[config.mk]
export PLATFORM = sky130hd
export DESIGN_NAME = config_loader
export DESIGN_NICKNAME = d
export VERILOG_FILES = /design/src/rtl/config_loader.sv
export SDC_FILE = /design/constraint.sdc
export NUM_CORES = 1
export LEC_CHECK = 0
export ABC_AREA = 1
export BUFFER_PORTS_ARGS = -buffer_cell sky130_fd_sc_hd__buf_2
export CAP_MARGIN = 25
export CORE_MARGIN = 4
export CORE_UTILIZATION = 30
export DETAILED_ROUTE_END_ITERATION = 6
export HOLD_SLACK_MARGIN = 0.15
export PLACE_DENSITY = 0.53
export SLEW_MARGIN = 20
export SYNTH_ARGS = -nofsm -noshare
export SYNTH_HDL_FRONTEND = slang
export SYNTH_SLANG_ARGS = --single-unit
[constraint.sdc]
create_clock -name clock -period 3.7 [get_ports clock]
set_input_delay 0.74 -clock clock [delete_from_list [all_inputs] [get_ports clock]]
set_output_delay 0.74 -clock clock [all_outputs]
set_load 0.01 [all_outputs]
[src/rtl/config_loader.sv]
// config_loader: host-word to serial configuration chain sequencer.
// Words arrive on a valid/ready stream and are shifted LSB-first into the
// tile chain. After loading, the chain is recirculated once so its ones
// count can be compared against the count seen while loading. The
// recirculation leaves the loaded contents unchanged.
module config_loader #(
    parameter int CHAIN_LENGTH = 512,
    parameter int WORD_WIDTH   = 8,
    parameter int CNT_WIDTH    = $clog2(CHAIN_LENGTH + 1)
) (
    input  logic                  clock,
    input  logic                  config_nreset,
    input  logic                  start,
    input  logic [WORD_WIDTH-1:0] word_data,
    input  logic                  word_valid,
    output logic                  word_ready,
    output logic                  chain_in,
    input  logic                  chain_out,
    output logic                  chain_enable,
    output logic                  chain_nreset,
    output logic                  busy,
    output logic                  done,
    output logic                  error
);

    // Holds 0..WORD_WIDTH, so a one-bit word still fits.
    localparam int WB_WIDTH = $clog2(WORD_WIDTH + 1);
    localparam logic [CNT_WIDTH-1:0] CNT_LAST = CNT_WIDTH'(CHAIN_LENGTH);
    localparam logic [CNT_WIDTH-1:0] CNT_ONE  = CNT_WIDTH'(1);
    localparam logic [WB_WIDTH-1:0]  WB_LAST  = WB_WIDTH'(WORD_WIDTH);

    typedef enum logic [2:0] {
        S_IDLE,
        S_CLEAR,
        S_LOAD,
        S_SHIFT,
        S_VERIFY,
        S_DONE,
        S_ERROR
    } state_t;

    state_t                state_q, state_d;
    logic [WORD_WIDTH-1:0] shift_q, shift_d;
    logic [WB_WIDTH-1:0]   wbit_q, wbit_d;
    // bit_cnt counts up while loading and reaches CHAIN_LENGTH on entry to
    // VERIFY. It then counts back down so it also times the recirculation.
    logic [CNT_WIDTH-1:0]  bit_cnt_q, bit_cnt_d;
    logic [CNT_WIDTH-1:0]  ones_q, ones_d;
    logic [CNT_WIDTH-1:0]  vfy_q, vfy_d;

    // Next-state, datapath and output decode for the load/verify sequencer.
    always_comb begin
        state_d      = state_q;
        shift_d      = shift_q;
        wbit_d       = wbit_q;
        bit_cnt_d    = bit_cnt_q;
        ones_d       = ones_q;
        vfy_d        = vfy_q;
        word_ready   = 1'b0;
        chain_in     = 1'b0;
        chain_enable = 1'b0;
        chain_nreset = 1'b1;
        busy         = 1'b0;
        done         = 1'b0;
        error        = 1'b0;
        case (state_q)
            S_IDLE, S_DONE, S_ERROR: begin
                done  = (state_q == S_DONE);
                error = (state_q == S_ERROR);
                if (start) begin
                    state_d   = S_CLEAR;
                    bit_cnt_d = '0;
                    ones_d    = '0;
                    vfy_d     = '0;
                    wbit_d    = '0;
                end
            end
            S_CLEAR: begin
                busy         = 1'b1;
                chain_nreset = 1'b0;
                state_d      = S_LOAD;
            end
            S_LOAD: begin
                busy       = 1'b1;
                word_ready = 1'b1;
                if (word_valid) begin
                    shift_d = word_data;
                    wbit_d  = '0;
                    state_d = S_SHIFT;
                end
            end
            S_SHIFT: begin
                busy         = 1'b1;
                chain_enable = 1'b1;
                chain_in     = shift_q[0];
                shift_d      = shift_q >> 1;
                bit_cnt_d    = bit_cnt_q + CNT_ONE;
                wbit_d       = wbit_q + WB_WIDTH'(1);
                ones_d       = ones_q + CNT_WIDTH'(shift_q[0]);
                // A full chain wins over a partial word: leftover bits are dropped.
                if (bit_cnt_d == CNT_LAST) begin
                    state_d = S_VERIFY;
                end else if (wbit_d == WB_LAST) begin
                    state_d = S_LOAD;
                end
            end
            S_VERIFY: begin
                busy         = 1'b1;
                chain_enable = 1'b1;
                chain_in     = chain_out;
                vfy_d        = vfy_q + CNT_WIDTH'(chain_out);
                bit_cnt_d    = bit_cnt_q - CNT_ONE;
                if (bit_cnt_q == CNT_ONE) begin
                    state_d = (vfy_d == ones_q) ? S_DONE : S_ERROR;
                end
            end
            default: state_d = S_IDLE;
        endcase
    end

    // State and counter registers with synchronous active-low reset.
    always_ff @(posedge clock) begin
        if (!config_nreset) begin
            state_q   <= S_IDLE;
            shift_q   <= '0;
            wbit_q    <= '0;
            bit_cnt_q <= '0;
            ones_q    <= '0;
            vfy_q     <= '0;
        end else begin
            state_q   <= state_d;
            shift_q   <= shift_d;
            wbit_q    <= wbit_d;
            bit_cnt_q <= bit_cnt_d;
            ones_q    <= ones_d;
            vfy_q     <= vfy_d;
        end
    end

endmodule

Word-level counts from Yosys, hierarchy flattened
Cells that the tools add are included.
{"block": "op_classes", "n_addsub": 5, "n_eq_ne": 14, "n_mux": 23, "n_reduce_logical": 15}
{"cell": "10-bit one-hot mux with 2 select lines", "count": 2}
{"cell": "10-bit one-hot mux with 3 select lines", "count": 1}
{"cell": "10-bit by 1-bit adder with 10-bit output", "count": 2}
{"cell": "8-bit one-hot mux with 2 select lines", "count": 1}
{"cell": "3-bit two-way mux", "count": 5}
{"cell": "3-bit one-hot mux with 5 select lines", "count": 1}
{"cell": "4-bit one-hot mux with 3 select lines", "count": 1}
{"cell": "10-bit by 1-bit adder with 10-bit output, second input constant", "count": 1}
{"cell": "10-bit by 1-bit == test with 1-bit output, second input constant", "count": 1}
{"cell": "10-bit == test", "count": 1}
{"cell": "10-bit == test, second input constant", "count": 1}
{"cell": "10-bit two-way mux", "count": 1}
{"cell": "10-bit by 1-bit subtractor with 10-bit output, second input constant", "count": 1}
{"cell": "3-bit == test, second input constant", "count": 3}
{"cell": "4-bit two-way mux", "count": 2}
{"cell": "8-bit two-way mux", "count": 1}
{"cell": "2-bit AND reduction", "count": 4}
{"cell": "3-bit by 2-bit == test with 1-bit output, second input constant", "count": 2}
{"cell": "1-bit two-way mux", "count": 6}
{"cell": "2-bit inequality test, second input constant", "count": 3}
{"cell": "2-bit nonzero test", "count": 3}
{"cell": "3-bit nonzero test", "count": 2}
{"cell": "4-bit by 1-bit adder with 4-bit output, second input constant", "count": 1}
{"cell": "4-bit == test, second input constant", "count": 1}
{"cell": "10 further kinds", "count": 10}
{"block": "totals", "regBits": 45, "input_bits": 13, "output_inout_bits": 7, "wordCells": 63}

Depth between registers and ports, before layout
Gate-level depths: netlist of the first run.
{"block": "logic_depth", "ltp_word": 5, "ltp_mapped": 15, "depth_no_buf": 15}

Worst setup path before layout of the first run
Ideal clock, no wire load.
{"block": "synth_timing", "path_type": "input-to-reg", "from": "input chain_out", "to": "register state_q[1]", "setup_time_ns": 0.109, "arrival_time_ns": 2.018, "required_time_ns": 3.591, "path_slack_ns": 1.574, "path_stages": 14, "cell_sequence": "ha_1 ha_1 nand2_1 inv_1 o21ai_0 nand2_1 inv_1 nand2_1 nor2_1 nand3_1 o21bai_2 nand3_2 nand2_1 inv_1"}
{"block": "synth_between", "elab_chain_len": 5}
{"element": "start: declaration", "line": "18", "source": "input logic chain_out,"}
{"element": "10-bit by 1-bit adder with 10-bit output", "line": "111", "source": "vfy_d = vfy_q + CNT_WIDTH'(chain_out);"}
{"element": "10-bit == test", "line": "114", "source": "state_d = (vfy_d == ones_q) ? S_DONE : S_ERROR;"}
{"element": "2-bit two-way mux", "line": "114"}
{"element": "3-bit two-way mux", "line": "113", "source": "if (bit_cnt_q == CNT_ONE) begin"}
{"element": "3-bit one-hot mux with 5 select lines", "line": "66", "source": "case (state_q)"}
{"element": "end signal: assignment", "line": "131", "source": "state_q <= state_d;"}
{"element": "end: declaration", "line": "42", "source": "state_t state_q, state_d;"}
No other way between the ends. The select of a mux whose other input is x is not followed.
A chain may end at the register's enable or synchronous reset.

Worst setup path after layout of the first run
{"block": "layout_timing", "from": "register state_q[1]", "to": "output chain_in"}
{"block": "layout_between", "elab_chain_len": 2, "word_cells_on_any_way": 3}
{"element": "3-bit == test / 3-bit by 2-bit == test with 1-bit output (equally long branches)", "line": "66"}
{"element": "1-bit one-hot mux with 2 select lines (*)", "line": "66"}
{"element": "end: declaration", "line": "17", "source": "output logic chain_in,"}
Mark *: on every way between the ends. The rest lies on a longest branch, timed or not.

==> results of run 1 <==
critical path: stages (launching register included):
cell                      delay (ns)
sky130_fd_sc_hd__dfxtp_1        0.31
sky130_fd_sc_hd__inv_1          0.18
sky130_fd_sc_hd__nand3_1        0.41
sky130_fd_sc_hd__inv_2          0.43
sky130_fd_sc_hd__nand2_1        0.10
sky130_fd_sc_hd__o21ai_0        0.08
sky130_fd_sc_hd__buf_2          0.15
state kept, by name, summed over array words and instances (netlist names):
signal,count
vfy_q,10
ones_q,10
shift_q,8
bit_cnt_q,10
wbit_q,4
state_q,3
metal layers:
layer	vias to the layer above	global-route usage (%)
met1	1323	17.9
met2	35	21.4
met4	0	3.11
met3	2	2.47
li1	1528	-
met5	-	0
per-stage QoR:
stage	worst slack [ns]	util [%]	cells	hold slack [ns]	total power, mW
detailed placement	1.23	33.5	597	0.459	1.46
global route	0.803	34.6	606	0.496	1.94
finish	0.988	34.6	606	0.467	1.77
CTS	0.974	34.4	605	0.476	1.78
global placement	1.26	33.5	597	0.453	1.45
floorplan	1.57	-	461	0.441	1.27
layout make-up:
| class | count | area [sq um] |
|---|---|---|
| fill | 1049 | 6130 |
| multi-input combinational | 341 | 1740 |
| sequential | 45 | 901 |
| inverter | 62 | 234 |
| tap | 129 | 161 |
| timing repair buffer | 21 | 118 |
| clock buffer | 5 | 68.8 |
| clock inverter | 3 | 21.3 |
cells by family after synthesis:
kind of cell    share of synthesized area (%)
xor+xnor                                 1.74
simple gates                             38.2
fa+ha+maj                                3.40
compound gates                           15.7
buf+inv                                  10.3
flops                                    30.6
cell usage after synthesis, types with 2 or more instances:
cell type / instances / share of area, %
sky130_fd_sc_hd__nand2_1: 129 / 16
sky130_fd_sc_hd__inv_1: 56 / 7.1
sky130_fd_sc_hd__dfxtp_1: 45 / 31
sky130_fd_sc_hd__nand3_1: 44 / 7.5
sky130_fd_sc_hd__nor2_1: 39 / 5.0
sky130_fd_sc_hd__a21oi_1: 35 / 6.0
sky130_fd_sc_hd__o21ai_0: 21 / 3.6
sky130_fd_sc_hd__ha_1: 8 / 3.4
sky130_fd_sc_hd__nand2_2: 7 / 1.5
sky130_fd_sc_hd__nand4_1: 7 / 1.5
sky130_fd_sc_hd__buf_2: 6 / 1.0
sky130_fd_sc_hd__inv_2: 5 / 0.64
sky130_fd_sc_hd__nor2_2: 5 / 1.1
sky130_fd_sc_hd__nor2_4: 5 / 1.9
sky130_fd_sc_hd__nor3_1: 5 / 0.85
sky130_fd_sc_hd__a31oi_1: 4 / 0.85
sky130_fd_sc_hd__clkbuf_1: 4 / 0.51
sky130_fd_sc_hd__a211oi_1: 3 / 0.77
sky130_fd_sc_hd__a221oi_1: 3 / 0.89
sky130_fd_sc_hd__nand3_2: 3 / 1.0
sky130_fd_sc_hd__o22ai_1: 3 / 0.64
sky130_fd_sc_hd__xor2_1: 3 / 0.89
sky130_fd_sc_hd__nand2_4: 2 / 0.77
sky130_fd_sc_hd__nor3_2: 2 / 0.68
sky130_fd_sc_hd__o21bai_1: 2 / 0.51
sky130_fd_sc_hd__o221ai_1: 2 / 0.60
power by group:
part / internal [mW] / switching (mW) / total (mW)
clock network: 0.134 / 0.187 / 0.321
registers: 0.546 / 0.0853 / 0.631
logic: 0.263 / 0.555 / 0.819
total: 0.944 / 0.828 / 1.77
placed cells by master (no fill, tap or decap), drive strengths merged, types with 3 or more instances in the layout:
cell type and count:
xor2 4, a31oi 4, nand4 7, nor3 7, o21ai 23, o22ai 3, buf 21, nand2 138
a21oi 36, ha 8, nor2 49, nand3 47, a211oi 3, clkbuf 5, o21bai 3, a221oi 3
inv 62, dfxtp 45
how the worst max path moves through the flow:
| stage | cells after the start | to |
|---|---|---|
| CTS | 6 | chain_in |
| floorplan | 14 | state_q[1]$_SDFFE_PN0P_ |
| global route | 6 | chain_in |
| global placement | 15 | state_q[1]$_SDFFE_PN0P_ |
| detailed placement | 15 | state_q[1]$_SDFFE_PN0P_ |
| finish | 6 | chain_in |
==> flow_summary.yaml, run 1 <==
timing:
  maxClockFrequency_mhz: 369
  slew-limit-headroom_pct: 62.0
  transition_at_the_pin_with_the_smallest_max_transition_slack_ns: 0.569
  tns_ns: 0
  timing_hold_violations_final: 0
  min_period_over_period_pct: 73.3
  grt_setup_unrepaired: "no"
  fin_worst_skew_ns: 0.0134
  final_max_slew_viol_count: 0
  setup_violators_final: 0
  final_period_minus_worst_setup_slack_ns: 2.71
worst_setup_path:
  r2r-end: "bit_cnt_q[4]$_SDFFE_PN0P_"
  ff2ff_setup_slack_ns: 1.38
  critical_path_arrival_ns: 1.97
  launching_element_of_the_worst_setup_path: "state_q[1]$_SDFFE_PN0P_"
  timing.setup.critical_path_class: "reg -> out"
  crit-reg2reg-launch: "state_q[1]$_SDFFE_PN0P_"
  worstSetupEndpointType: "output pin"
  cp_data_required_time_ns: 2.96
  crit_path_start_kind: "register"
  r2r_cells: 9
  worst-path-max-fanout: 18
global_routing:
  grt_start_max_net_pins: 31
  grt_antenna_before_repair: 0
  first_global_vias: 2736
  globalRouteOverflowTotal: 0
  wire_length_of_the_first_global_routing_pass_mm: 12.5
  track_usage_pct: 13.1
worst_hold_path:
  hold_startpoint: "shift_q[7]$_SDFFE_PN0P_"
  hold-path-endpoint: "shift_q[7]$_SDFFE_PN0P_"
  min_path_type: "reg -> reg"
  hold_depth: 2
yosys:
  synth-async-reset-ratio_pct: 0
  postSynthRegisterBits: 45
  yosysWarningCount: 0
  yosysSeqAreaShare_pct: 30.6
  mappedNetlistNets: 482
  synth_flop_cell: "sky130_fd_sc_hd__dfxtp_1"
  synthCells: 461
  synth.distinct_cells: 39
  synth-edff-count: 0
  syn_area_sq_mm: 0.00294
  synth_area_per_cell_sq_um: 6.38
drt:
  routed_wirelength_mm: 7.17
  m1WireLength_mm: 3.69
  routed-wl-met3_um: 156
  initialDrtViolationCount: 105
  post_drt_wl_per_cell_um: 11.8
  routed-wl-met2_mm: 3.31
  vias: 2888
  route.antenna.remaining_nets: 0
  max_used_layer: "met4"
  post-route-drc-count: 0
  route.detailed.vias_per_inst: 4.77
  drt_pass1_iterations: 5
clocking:
  clk_path_buf_depth: 2
  cts_setup_buffers: 0
  tritoncts: "yes"
  cts_repair_resize_count: 0
  clock_latency_ns: 0.31
  cts_inserted_buffers: 5
  cts-htree-levels: 2
  clk_root_buffer_cell: "sky130_fd_sc_hd__clkbuf_8"
  post_cts_hold_buffer_count: 0
  clkSlewWorstSetupHoldPaths_ns: 0.09
  clock-sinks: 45
power_and_ir_drop:
  power.density_cell_area_mw_per_mm2: 546
  power.leakage_nw: 1.36
  peakVddDrop_mv: 0.429
run:
  drv_cap: 0
floorplan:
  core-area_sq_mm: 0.00937
  fp.dieW_um: 107
  floorplan.die.height_um: 107
  initial_utilization_pct: 31.4
  core.rowCount: 35
  boundaryPins: 20
  dieArea_sq_mm: 0.0115
placed_design:
  dpl_cell_area_sq_mm: 0.00314
  detailed_placement_wirelength_estimate_mm: 5.17
  globalplace.congestion: 0.882
  port_bufs: 19
outcome:
  run_status: "complete, no violations"
layout:
  final_cell_area_sq_mm: 0.00324
  flow.area_growth_from_synthesis_pct: 10.2
  layout-drive-gt1-share_pct: 13.2
  fin_nets: 497
  diodes: 0
No activity file was read; power rests on OpenSTA's default activity.
==> run 2, diff against run 1 <==
--- a/config.mk
+++ b/config.mk
@@ -5,14 +5,14 @@
 export SDC_FILE = /design/constraint.sdc
 export NUM_CORES = 1
 export LEC_CHECK = 0
-export ABC_AREA = 1
+export ABC_AREA = 0
 export BUFFER_PORTS_ARGS = -buffer_cell sky130_fd_sc_hd__buf_2
 export CAP_MARGIN = 25
 export CORE_MARGIN = 4
 export CORE_UTILIZATION = 30
 export DETAILED_ROUTE_END_ITERATION = 6
 export HOLD_SLACK_MARGIN = 0.15
-export PLACE_DENSITY = 0.53
+export PLACE_DENSITY = 0.55
 export SLEW_MARGIN = 20
 export SYNTH_ARGS = -nofsm -noshare
 export SYNTH_HDL_FRONTEND = slang
==> constraint.sdc (replaced) <==
create_clock -name clock -period 2.3 [get_ports clock]
set_input_delay 0.46 -clock clock [delete_from_list [all_inputs] [get_ports clock]]
set_output_delay 0.46 -clock clock [all_outputs]
set_load 0.01 [all_outputs]
==> run 2 against run 1 <==
Net effect:
- sequential cell count unchanged
- die area down 0.63%
- first-iteration DRC count grew 83%
- worst setup slack lost 0.90 ns
- final area is 0.73% higher
- sequential power increased by 45%
- critical path depth fell by 1
- hold slack worse by 0.087 ns
- largest cell class unchanged
==> flow_summary.yaml, run 2 <==
global_routing:
  wire_length_of_the_first_global_routing_pass_mm: 13.0
  globalRouteOverflowTotal: 0
  grt_start_max_net_pins: 28
  grt_antenna_before_repair: 0
  track_usage_pct: 14.0
  first_global_vias: 2649
clocking:
  clk_root_buffer_cell: "sky130_fd_sc_hd__clkbuf_8"
  tritoncts: "yes"
  cts_setup_buffers: 0
  clock-sinks: 45
  clk_path_buf_depth: 2
  clock_latency_ns: 0.32
  clkSlewWorstSetupHoldPaths_ns: 0.10
  cts-htree-levels: 2
  cts_inserted_buffers: 5
  post_cts_hold_buffer_count: 0
  cts_repair_resize_count: 0
worst_setup_path:
  cp_data_required_time_ns: 2.49
  timing.setup.critical_path_class: "reg -> reg"
  crit_path_start_kind: "register"
  launching_element_of_the_worst_setup_path: "state_q[1]$_SDFFE_PN0P_"
  critical_path_arrival_ns: 2.41
  worst-path-max-fanout: 16
  ff2ff_setup_slack_ns: 0.08
  crit_path_end: "state_q[1]$_SDFFE_PN0P_"
  r2r_cells: 5
  worstSetupEndpointType: "register"
  r2r-end: "state_q[1]$_SDFFE_PN0P_"
  crit-reg2reg-launch: "state_q[1]$_SDFFE_PN0P_"
timing:
  final_max_slew_viol_count: 0
  min_period_over_period_pct: 96.3
  fin_worst_skew_ns: 0.00987
  setup_violators_final: 0
  timing.final.ws_setup_ns: 0.0848
  transition_at_the_pin_with_the_smallest_max_transition_slack_ns: 0.586
  maxClockFrequency_mhz: 451
  timing_hold_violations_final: 0
  slew-limit-headroom_pct: 60.9
  final_period_minus_worst_setup_slack_ns: 2.22
  grt_setup_unrepaired: "no"
  tns_ns: 0
layout:
  layout-drive-gt1-share_pct: 12.2
  filler_cell_count: 1019
  final_cell_area_sq_mm: 0.00327
  largest_registers: "bit_cnt_q x10, ones_q x10, vfy_q x10"
  fin_nets: 414
  flow.area_growth_from_synthesis_pct: 11.8
  diodes: 0
  layout_commonest_cell: "sky130_fd_sc_hd__dfxtp_1"
  layout_common_cells: "sky130_fd_sc_hd__dfxtp_1 (45), sky130_fd_sc_hd__a21oi_1 (44), sky130_fd_sc_hd__nor2_1 (29), sky130_fd_sc_hd__o21ai_0 (29), sky130_fd_sc_hd__nand2_1 (26)"
drt:
  post_drt_wl_per_cell_um: 15.0
  route.detailed.vias_per_inst: 5.43
  routed_wirelength_mm: 7.87
  vias: 2842
  initialDrtViolationCount: 192
  post-route-drc-count: 0
  route.antenna.remaining_nets: 0
  drt_pass1_iterations: 5
power_and_ir_drop:
  peakVddDrop_mv: 0.309
  power.density_cell_area_mw_per_mm2: 660
  fin_total_pwr_mw: 2.16
  power.leakage_nw: 1.20
placed_design:
  globalplace.congestion: 0.857
  port_bufs: 19
  detailed_placement_wirelength_estimate_mm: 5.57
  dpl_worst_slack_ns: 0.101
  dpl_cell_area_sq_mm: 0.00317
yosys:
  yosys.cell_count.top_type: "sky130_fd_sc_hd__dfxtp_1"
  synth-edff-count: 0
  mappedNetlistNets: 402
  synth-async-reset-ratio_pct: 0
  synth_largest_area_cell: "sky130_fd_sc_hd__dfxtp_1"
  yosysWarningCount: 0
  syn_area_sq_mm: 0.00292
  synth.distinct_cells: 62
  yosys.area.top_type_share_pct: 30.8
  postSynthRegisterBits: 45
  netlist_top_cells_area: "sky130_fd_sc_hd__dfxtp_1 (31%), sky130_fd_sc_hd__a21oi_1 (7.5%), sky130_fd_sc_hd__o21ai_0 (5.0%)"
  synth_flop_cell: "sky130_fd_sc_hd__dfxtp_1"
  yosysSeqAreaShare_pct: 30.8
  synth_area_per_cell_sq_um: 7.67
  synth_commonest_cells: "sky130_fd_sc_hd__dfxtp_1 (45), sky130_fd_sc_hd__a21oi_1 (44), sky130_fd_sc_hd__nor2_1 (29), sky130_fd_sc_hd__o21ai_0 (29), sky130_fd_sc_hd__nand2_1 (26)"
  synthCells: 381
run:
  drv_cap: 0
floorplan:
  boundaryPins: 20
  initial_utilization_pct: 31.2
  core.rowCount: 35
  dieArea_sq_mm: 0.0114
  core-area_sq_mm: 0.00937
  fp.dieW_um: 107
  floorplan.die.height_um: 107
outcome:
  run_status: "complete, no violations"
worst_hold_path:
  min_path_type: "in -> reg"
  hold_startpoint: "word_data[3]"
run 2: where the power goes:
part,leakage [nW],internal (mW),switching [mW]
Clock,0.0447,0.220,0.320
Sequential,0.364,0.832,0.0821
Combinational,0.796,0.265,0.437
run 2: worst min-delay path by stage:
stage | end | slack (ns) | cells after the start
global placement | vfy_q[0]$_SDFFE_PN0P_ | 0.46 | 2
finish | shift_q[3]$_SDFFE_PN0P_ | 0.38 | 3
global route | shift_q[2]$_SDFFE_PN0P_ | 0.37 | 3
detailed placement | vfy_q[0]$_SDFFE_PN0P_ | 0.47 | 2
floorplan | vfy_q[0]$_SDFFE_PN0P_ | 0.45 | 2
CTS | shift_q[2]$_SDFFE_PN0P_ | 0.37 | 3
run 2: layer usage:
metal / track usage [%] / vias up / share of wire (%)
met5: 0 / - / 0
li1: - / 1443 / -
met1: 20.0 / 1316 / 51
met3: 2.17 / 17 / 4.8
met4: 6.85 / 0 / 2.8
met2: 20.4 / 66 / 42
run 2: cell families (layout without fill, tap and decap cells):
logic type | Yosys count | count (layout) | synth area share [%]
simple gates | 147 | 147 | 27.4
compound gates | 127 | 127 | 27.5
flops | 45 | 45 | 30.8
buf+inv | 37 | 50 | 5.18
xor+xnor | 15 | 15 | 4.50
fa+ha+maj | 8 | 8 | 3.43
mux | 2 | 2 | 1.16
run 2: worst max-delay path, stage by stage (launching register included):
cell	delay [ns]
sky130_fd_sc_hd__dfxtp_1	0.64
sky130_fd_sc_hd__or3b_1	0.57
sky130_fd_sc_hd__a41oi_1	0.19
sky130_fd_sc_hd__a211o_1	0.30
sky130_fd_sc_hd__o311ai_0	0.33
sky130_fd_sc_hd__a31oi_1	0.07
run 2: final cells by class:
class	count	area (sq um)	share of cell area, %
multi-input cells	299	1880	57.4
flip-flops and latches	45	901	27.6
repair buffers	33	200	6.13
well taps	129	161	4.94
clock buffers	5	68.8	2.11
inverters	9	33.8	1.03
clock inverters	3	25.0	0.766
run 2: metrics by stage:
stage / util (%) / instances / hold WS [ns]
final: 34.8 / 523 / 0.380
after global routing: 34.8 / 523 / 0.367
after CTS: 34.8 / 523 / 0.368
after detailed placement: 33.8 / 515 / 0.465
after global placement: 33.8 / 515 / 0.463
after floorplan: - / 381 / 0.452
